===== src/rtl/al_bky_pkg.sv =====
// Shared types and defaults for the Buckeye auto-load flash fetcher.
package al_bky_pkg;

   localparam int unsigned NWORDS_DEF    = 18;
   localparam logic [22:0] BASE_ADDR_DEF = 23'h7E0000;
   // The loader shifts at 1 MHz, so the DONE wait counts in 256-cycle ticks.
   localparam int unsigned TO_PRESCALE_W = 8;

   typedef enum logic [3:0] {
      StIdle,
      StClr,
      StReq,
      StWaitAck,
      StCapt,
      StNext,
      StWaitDone,
      StFinish,
      StError,
      StPlay
   } al_state_e;

endpackage


===== src/rtl/al_bky_prefetch_buf.sv =====
// Image buffer for prefetch mode: words are stored during fetch, then replayed
// to the loader FIFO on consecutive cycles.
module al_bky_prefetch_buf
   import al_bky_pkg::*;
#(
   parameter int unsigned NWORDS = NWORDS_DEF
) (
   input  logic        CLK40,
   input  logic        RST,
   input  logic        clr,
   input  logic        wr_en,
   input  logic [4:0]  wr_idx,
   input  logic [15:0] wr_data,
   input  logic        play_en,
   output logic        play_last,
   output logic        capture,
   output logic [15:0] word,
   output logic [4:0]  play_cnt
);

   localparam logic [4:0] NW5 = 5'(NWORDS);

   logic [15:0] mem [NWORDS];
   logic [4:0]  cnt_q;
   logic        cap_q;
   logic [15:0] word_q;

   always_ff @(posedge CLK40) begin
      if (wr_en) begin
         mem[wr_idx] <= wr_data;
      end
   end

   always_ff @(posedge CLK40 or posedge RST) begin
      if (RST) begin
         cnt_q  <= '0;
         cap_q  <= 1'b0;
         word_q <= '0;
      end else begin
         cap_q <= play_en;
         if (clr) begin
            cnt_q <= '0;
         end else if (play_en) begin
            cnt_q  <= cnt_q + 5'd1;
            word_q <= mem[cnt_q];
         end
      end
   end

   assign play_last = play_en && (cnt_q == NW5 - 5'd1);
   assign capture   = cap_q;
   assign word      = word_q;
   assign play_cnt  = cnt_q;

endmodule


===== src/rtl/al_bky_flash_fetch.sv =====
// Reads the Buckeye shift-register image from BPI flash and feeds the loader FIFO.
// Define AL_PREFETCH_EN to buffer the whole image and replay it back-to-back.
module al_bky_flash_fetch
   import al_bky_pkg::*;
#(
   parameter int unsigned       NWORDS    = NWORDS_DEF,
   parameter int unsigned       ADDR_W    = 23,
   parameter logic [ADDR_W-1:0] BASE_ADDR = ADDR_W'(BASE_ADDR_DEF),
   parameter int unsigned       TO_W      = 12
) (
   input  logic              CLK40,
   input  logic              RST,
   input  logic              START,
   input  logic              BPI_BUSY,
   output logic              BPI_RD_REQ,
   output logic [ADDR_W-1:0] BPI_RD_ADDR,
   input  logic              BPI_RD_ACK,
   input  logic [15:0]       BPI_RD_DATA,
   output logic [15:0]       BPI_AL_REG,
   output logic              CAPTURE,
   input  logic              AL_DONE,
   output logic              CLR_AL_DONE,
   output logic              BUSY,
   output logic              COMPLETE,
   output logic              TIMEOUT_ERR,
   output logic [4:0]        WORD_CNT
);

   localparam logic [4:0] NW5 = 5'(NWORDS);

   al_state_e                state_q, state_d;
   logic [TO_W-1:0]          timer_q, timer_d;
   logic [TO_PRESCALE_W-1:0] pre_q, pre_d;
   logic [ADDR_W-1:0]        addr_q, addr_d;
   logic [4:0]               cnt_q, cnt_d;
   logic                     complete_q, complete_d;
   logic                     to_err_q, to_err_d;
   logic                     armed_q;
   logic                     start_ok, expired, tick;

   // armed_q blocks a START seen on the first edge after reset release.
   assign start_ok = START & armed_q;
   assign expired  = &timer_q;
   assign tick     = (state_q != StWaitDone) || (&pre_q);

`ifdef AL_PREFETCH_EN
   logic buf_wr, play_clr, play_last;
`endif

   always_comb begin
      state_d    = state_q;
      addr_d     = addr_q;
      cnt_d      = cnt_q;
      complete_d = complete_q;
      to_err_d   = to_err_q;
`ifdef AL_PREFETCH_EN
      buf_wr     = 1'b0;
      play_clr   = 1'b0;
`endif
      unique case (state_q)
         StIdle: begin
            if (start_ok) begin
               state_d    = StClr;
               complete_d = 1'b0;
               to_err_d   = 1'b0;
               cnt_d      = '0;
               addr_d     = BASE_ADDR;
`ifdef AL_PREFETCH_EN
               play_clr   = 1'b1;
`endif
            end
         end
         StClr: state_d = StReq;
         StReq: begin
            if (!BPI_BUSY) state_d = StWaitAck;
            else if (expired) state_d = StError;
         end
         StWaitAck: begin
            if (BPI_RD_ACK) begin
`ifdef AL_PREFETCH_EN
               buf_wr  = 1'b1;
               state_d = StNext;
`else
               state_d = StCapt;
`endif
            end else if (expired) begin
               state_d = StError;
            end
         end
         StCapt: state_d = StNext;
         StNext: begin
            cnt_d  = cnt_q + 5'd1;
            addr_d = addr_q + 1'b1;
            if (cnt_d == NW5) begin
`ifdef AL_PREFETCH_EN
               state_d = StPlay;
`else
               state_d = StWaitDone;
`endif
            end else begin
               state_d = StReq;
            end
         end
`ifdef AL_PREFETCH_EN
         StPlay: if (play_last) state_d = StWaitDone;
`endif
         StWaitDone: begin
            if (AL_DONE) state_d = StFinish;
            else if (expired) state_d = StError;
         end
         StFinish: begin
            complete_d = 1'b1;
            state_d    = StIdle;
         end
         StError: begin
            to_err_d = 1'b1;
            state_d  = StIdle;
         end
         default: state_d = StIdle;
      endcase

      pre_d   = pre_q + 1'b1;
      timer_d = timer_q;
      if (state_d != state_q) begin
         timer_d = '0;
         pre_d   = '0;
      end else if (tick && !expired) begin
         timer_d = timer_q + 1'b1;
      end
   end

   always_ff @(posedge CLK40 or posedge RST) begin
      if (RST) begin
         state_q    <= StIdle;
         timer_q    <= '0;
         pre_q      <= '0;
         addr_q     <= BASE_ADDR;
         cnt_q      <= '0;
         complete_q <= 1'b0;
         to_err_q   <= 1'b0;
         armed_q    <= 1'b0;
      end else begin
         state_q    <= state_d;
         timer_q    <= timer_d;
         pre_q      <= pre_d;
         addr_q     <= addr_d;
         cnt_q      <= cnt_d;
         complete_q <= complete_d;
         to_err_q   <= to_err_d;
         armed_q    <= 1'b1;
      end
   end

   assign BPI_RD_REQ  = (state_q == StWaitAck);
   assign BPI_RD_ADDR = addr_q;
   assign CLR_AL_DONE = (state_q == StClr);
   assign BUSY        = (state_q != StIdle);
   assign COMPLETE    = complete_q;
   assign TIMEOUT_ERR = to_err_q;

`ifdef AL_PREFETCH_EN
   al_bky_prefetch_buf #(
      .NWORDS (NWORDS)
   ) u_buf (
      .CLK40     (CLK40),
      .RST       (RST),
      .clr       (play_clr),
      .wr_en     (buf_wr),
      .wr_idx    (cnt_q),
      .wr_data   (BPI_RD_DATA),
      .play_en   (state_q == StPlay),
      .play_last (play_last),
      .capture   (CAPTURE),
      .word      (BPI_AL_REG),
      .play_cnt  (WORD_CNT)
   );
`else
   logic [15:0] al_reg_q;

   always_ff @(posedge CLK40 or posedge RST) begin
      if (RST) begin
         al_reg_q <= '0;
      end else if (state_q == StWaitAck && BPI_RD_ACK) begin
         al_reg_q <= BPI_RD_DATA;
      end
   end

   assign BPI_AL_REG = al_reg_q;
   assign CAPTURE    = (state_q == StCapt);
   assign WORD_CNT   = cnt_q;
`endif

endmodule


===== config.mk =====
export PLATFORM = sky130hd
export DESIGN_NAME = al_bky_flash_fetch
export DESIGN_NICKNAME = d
export VERILOG_FILES = /design/src/rtl/al_bky_pkg.sv /design/src/rtl/al_bky_prefetch_buf.sv /design/src/rtl/al_bky_flash_fetch.sv
export SDC_FILE = /design/constraint.sdc
export NUM_CORES = 1
export LEC_CHECK = 0
export ABC_AREA = 1
export CAP_MARGIN = 20
export CORE_MARGIN = 3
export CORE_UTILIZATION = 45
export CTS_CLUSTER_SIZE = 30
export DETAILED_ROUTE_END_ITERATION = 8
export HOLD_SLACK_MARGIN = 0.05
export PLACE_DENSITY_LB_ADDON = 0.15
export SETUP_SLACK_MARGIN = 0.1
export SLEW_MARGIN = 20
export SYNTH_ARGS = -nofsm -noshare
export SYNTH_HDL_FRONTEND = slang
export SYNTH_SLANG_ARGS = --single-unit

===== constraint.sdc =====
create_clock -name CLK40 -period 4.3 [get_ports CLK40]
set_input_delay 0.43 -clock CLK40 [delete_from_list [all_inputs] [get_ports CLK40]]
set_output_delay 0.43 -clock CLK40 [all_outputs]
set_load 0.01 [all_outputs]

Yosys cells after proc, flatten, opt, wreduce, memory -nomap -nowiden
Cells that the tools add are included.

storage, ports and cells
  flip-flop bits (word level) = 71
  output and inout bits = 50
  word-level logic and storage cells = 58

cells by class
  add/sub/neg operators = 4
  eq/ne operators = 12
  muxes and demuxes = 17
  bitwise operators = 1
  reductions and logical operators = 15

operator list
  kind                                                    count
  case mux 23 bit (2 select lines)                        1
  case mux 4 bit (7 select lines)                         1
  two-way mux 12 bit                                      2
  adder 23 x 1 -> 23 bit (second input constant)          1
  two-way mux 23 bit                                      1
  two-way mux 4 bit                                       5
  == test 4 x 3 -> 1 bit (second input constant)          4
  adder 12 x 1 -> 12 bit (second input constant)          1
  AND reduction 12 bit                                    1
  case mux 5 bit (2 select lines)                         1
  adder 8 x 1 -> 8 bit (second input constant)            1
  == test 4 x 2 -> 1 bit (second input constant)          2
  two-way mux 8 bit                                       1
  AND reduction 8 bit                                     1
  nonzero test 2 bit                                      4
  AND reduction 2 bit                                     3
  adder 5 x 1 -> 5 bit (second input constant)            1
  == test 5 bit (second input constant)                   1
  two-way mux 5 bit                                       1
  == test 4 x 1 -> 1 bit (second input constant)          1
  == test 4 bit (second input constant)                   1
  zero test 4 bit                                         1
  inequality test 4 x 3 -> 1 bit (second input constant)  1
  inequality test 4 bit                                   1
  other kinds (9)                                         11

Depth between registers and ports, before layout
  depth after elaboration = 6
  gate-level depth with buffers = 12
  mapped depth without buffers = 11

Least setup slack after synthesis
OpenSTA, ideal clock, no wires.

  path kind = register to register
  start point = register addr_q[0] (netlist: BPI_RD_ADDR[0])
  end point = register addr_q[22] (netlist: BPI_RD_ADDR[22])
  setup time = 91 ps
  arrival time = 1544 ps
  slack = 2665 ps
  stages on the path, launching flop included = 11
  path buffers = 0
  cell sequence = dfrtp_1 ha_1 nand3_1 nor3_2 nand2_1 nor2_1 inv_1 nor2_1 nand2_1 nand2_1 nand3_1

between the ends
  word-level cells in the longest chain between the ends = 2

RTL lines
  item                              line                       text
  start, declared                   al_bky_flash_fetch.sv:34   logic [ADDR_W-1:0] addr_q, addr_d;
  start signal, assigned            al_bky_flash_fetch.sv:146  addr_q <= addr_d;
  adder 23 x 1 -> 23 bit            al_bky_flash_fetch.sv:93   addr_d = addr_q + 1'b1;
  case mux 23 bit (2 select lines)  al_bky_flash_fetch.sv:60   unique case (state_q)

Every way passes these cells.
A chain may end at the register's enable or synchronous reset.

Final worst setup path
  start point = register state_q[1]
  end point = register pre_q[2]

between the ends
  word-level cells in the longest chain between the ends = 5

RTL lines
  item                                         line                                                                           text
  start, declared                              al_bky_flash_fetch.sv:31                                                       al_state_e state_q, state_d;
  start signal, assigned                       al_bky_flash_fetch.sv:134                                                      state_q <= StIdle;
  start signal, assigned                       al_bky_flash_fetch.sv:143                                                      state_q <= state_d;
  two-way mux 4 bit                            al_bky_flash_fetch.sv:76, al_bky_flash_fetch.sv:86, al_bky_flash_fetch.sv:109
  two-way mux 4 bit, on equally long branches  al_bky_flash_fetch.sv:108, al_bky_flash_fetch.sv:75, al_bky_flash_fetch.sv:79
  case mux 4 bit (7 select lines)              al_bky_flash_fetch.sv:60
  inequality test 4 bit (*)                    al_bky_flash_fetch.sv:124                                                      if (state_d != state_q) begin
  two-way mux 8 bit (*)                        al_bky_flash_fetch.sv:124
  via pre_d[2]                                 al_bky_flash_fetch.sv:33                                                       logic [TO_PRESCALE_W-1:0] pre_q, pre_d;
  end signal, assigned                         al_bky_flash_fetch.sv:145                                                      pre_q <= pre_d;
  end, declared                                al_bky_flash_fetch.sv:33

Mark *: on every way through the listed nets, which the timed path passes. The rest lies on a longest branch.

==> flow_metrics.py <==
metrics = {
    "clock_network": {
        "cts_sinks": 71,
        "cts.path.max_buffers": 2,
        "cts-resized-gates": 0,
        "cts.clk_slew.worst_paths_ns": 0.08,
        "clock_latency_ns": 0.35,
        "htreeDepth": 3,
        "postCtsSetupRepairBufs": 0,
        "postCtsHoldBufs": 0,
        "tritoncts": "yes",
        "clockRootBuffer": "clkbuf_8",
        "cts_made_buffers": 9,
    },
    "yosys": {
        "postSynth.asyncResetShare_pct": 100,
        "syn_area_um2": 3620,
        "synth_ff_type": "dfrtp_1",
        "postSynthAreaPerCell_um2": 8.09,
        "seq_area_frac_synth_pct": 49.3,
        "ys_warn_count": 0,
        "synth_cell_types": 35,
        "synth_seq_cells": 71,
        "synthesis.nets": 475,
        "synth_enable_flop_cells": 0,
        "synthCells": 448,
    },
    "timing": {
        "maxSlewHeadroom_pct": 43.2,
        "setup_viol": 0,
        "tightest_slew_ns": 0.851,
        "final_max_slew_viol_count": 0,
        "finalCritPeriodShare_pct": 55.0,
        "hold_viol": 0,
        "setup_tns_ns": 0,
        "fin_worst_skew_ns": 0.0160,
        "period_needed_ns": 2.37,
        "rsz0062_at_grt": "no",
        "max_freq_mhz": 422,
    },
    "global_route": {
        "grt_pass1_vias": 2983,
        "grt_usage_pct": 19.3,
        "gr-total-overflow": 0,
        "grt_max_degree": 52,
        "grt_antenna_before_repair": 0,
        "grt_first_pass_wirelength_um": 13800,
    },
    "finish": {
        "nets": 550,
        "mostFrequentLayoutCells": "nand2_1 (128), clkdlybuf4s50_1 (71), dfrtp_1 (65)",
        "antenna_cells": 0,
        "final_common_cell": "nand2_1",
        "area_growth_pct": 27.2,
        "drive_gt1_share_pct": 11.0,
    },
    "power": {
        "clkPwrFrac_pct": 23.6,
        "powerDensity_nw_per_um2": 464,
        "seq_power_share_pct": 42.2,
        "fin_total_pwr_mw": 2.14,
        "comb_power_share_pct": 34.2,
        "sw_frac_of_total_pct": 36.5,
        "vdd_ir_drop_max_v": 0.000279,
        "intPower_mw": 1.36,
        "power.switching_mw": 0.781,
        "leakagePower_nw": 2.14,
    },
    "floorplan": {
        "start_util_pct": 46.6,
        "die_h_um": 95.7,
        "rows": 32,
        "die_area_um2": 9160,
        "coreArea_um2": 7770,
        "pin_count": 72,
        "die_w_um": 95.7,
    },
    "setup_path": {
        "critPathMaxFanout": 20,
        "worstSetupPathType": "reg -> reg",
        "max_stage_delay_ns": 0.50,
        "crit_path_start_kind": "register",
        "critPathSlowestCell": "nand3_2",
        "cp_data_required_time_ns": 4.56,
        "worst_setup_path_end_kind": "register",
        "crit_chain": "inv_1 -> nand2_1 -> nor2_4 -> nand3_1 -> nor2_1 -> nor2_1 -> nand3_1 -> nand3_2 -> nor2_2",
        "arrival_ns": 2.62,
    },
    "route": {
        "drc": 0,
        "dr.pass1.iters": 5,
        "first_iter_violations": 148,
        "wl_um": 8160,
        "wl_per_cell_um": 13.0,
        "num_vias": 3168,
        "drtAntennaViolNets": 0,
        "via_per_inst": 5.03,
    },
    "place": {
        "finalWeightedCongestion": 0.957,
        "hpwl_um": 5980,
        "port_buffers": 71,
    },
    "run_status": {
        "status": "completed",
    },
    "run": {
        "max_cap_violations": 0,
    },
    "hold_path": {
        "hold_path_class": "reg -> reg",
    },
}
==> power groups by stage <==
stage	sequential [mW]	combinational, mW	clock [mW]
6_report	0.902	0.732	0.504
5_1_grt	0.924	0.814	0.548
4_1_cts	0.903	0.743	0.515
3_5_place_dp	0.909	0.741	0
3_3_place_gp	0.909	0.727	0
2_1_floorplan	0.937	0.405	0
==> sequential cells by signal, indices dropped and copies added (netlist names) <==
| register | flops |
|---|---|
| BPI_RD_ADDR | 23 |
| BPI_AL_REG | 16 |
| timer_q | 12 |
| pre_q | 8 |
| WORD_CNT | 5 |
| state_q | 4 |
| COMPLETE | 1 |
| TIMEOUT_ERR | 1 |
| armed_q | 1 |
==> logic make-up after synthesis <==
logic type                 share of synthesized area [%]
DFF                                                 49.3
other                                              0.104
buffers and inverters                               6.67
xor gates and xnor gates                            4.11
adders and majority gates                           1.73
and+or+nand+nor                                     31.4
AOI/OAI and AO/OA                                   6.49
muxes                                              0.276
==> per-stage QoR <==
stage          area [um2]  std cells  setup slack [ns]  hold WS (ns)  utilization [%]
4_1_cts              4610        630              1.91         0.478             59.3
3_3_place_gp         4420        614              1.89         0.457             56.9
5_1_grt              4610        630              1.70         0.487             59.3
2_1_floorplan        3620        448              2.08         0.442                -
6_report             4610        630              1.93         0.471             59.3
3_5_place_dp         4420        614              1.76         0.465             56.9
==> cells in the mapped netlist (all sizes together), types with 4 or more instances <==
cell type  number  share of area (%)
o22ai           4               0.69
dfstp           6                4.4
nand2         131                 14
buf             6                1.2
ha              5                1.7
xnor2           9                2.2
nor3            6               0.97
o21ai          19                2.6
xor2            8                1.9
nand4          11                1.9
dfrtp          65                 45
inv            51                5.3
a21oi           9                1.2
nor2           65                8.5
nand3          38                5.9
==> area by class of cell <==
type,count,area [um2]
Clock buffer,10,138
Clock inverter,6,50.0
Fill cell,703,3160
Inverter,51,193
Multi-Input combinational cell,318,1600
Sequential cell,71,1780
Tap cell,102,128
Timing Repair Buffer,72,718
==> worst max-delay path: cells and delay by family, from the launching register on <==
kind / cells / cell delay [ns]
buffers and inverters: 1 / 0.12
AND/OR/NAND/NOR: 8 / 1.72
flip-flops: 1 / 0.42
==> worst paths after layout <==
| kind | cells past startpoint | start | slack, ns | end |
|---|---|---|---|---|
| hold reg to reg | 1 | pre_q[0] | 0.47 | pre_q[0] |
| setup / recovery | 9 | state_q[1] | 1.93 | pre_q[2] |
| min in group asynchronous | 2 | RST | 0.55 | BPI_AL_REG[6] |
| hold / removal | 1 | pre_q[0] | 0.47 | pre_q[0] |
| max in group asynchronous | 3 | RST | 2.96 | pre_q[0] |
| setup reg to reg | 9 | state_q[1] | 1.93 | pre_q[2] |
==> per-layer routing <==
metal	GRT usage, %	up-vias	wire (um)
li1	-	1581	-
met1	25.8	1467	3730
met2	30.7	111	3700
met3	5.63	9	656
met4	5.57	0	70
met5	0	-	0
Note: power is estimated with default switching activity, not from simulation.
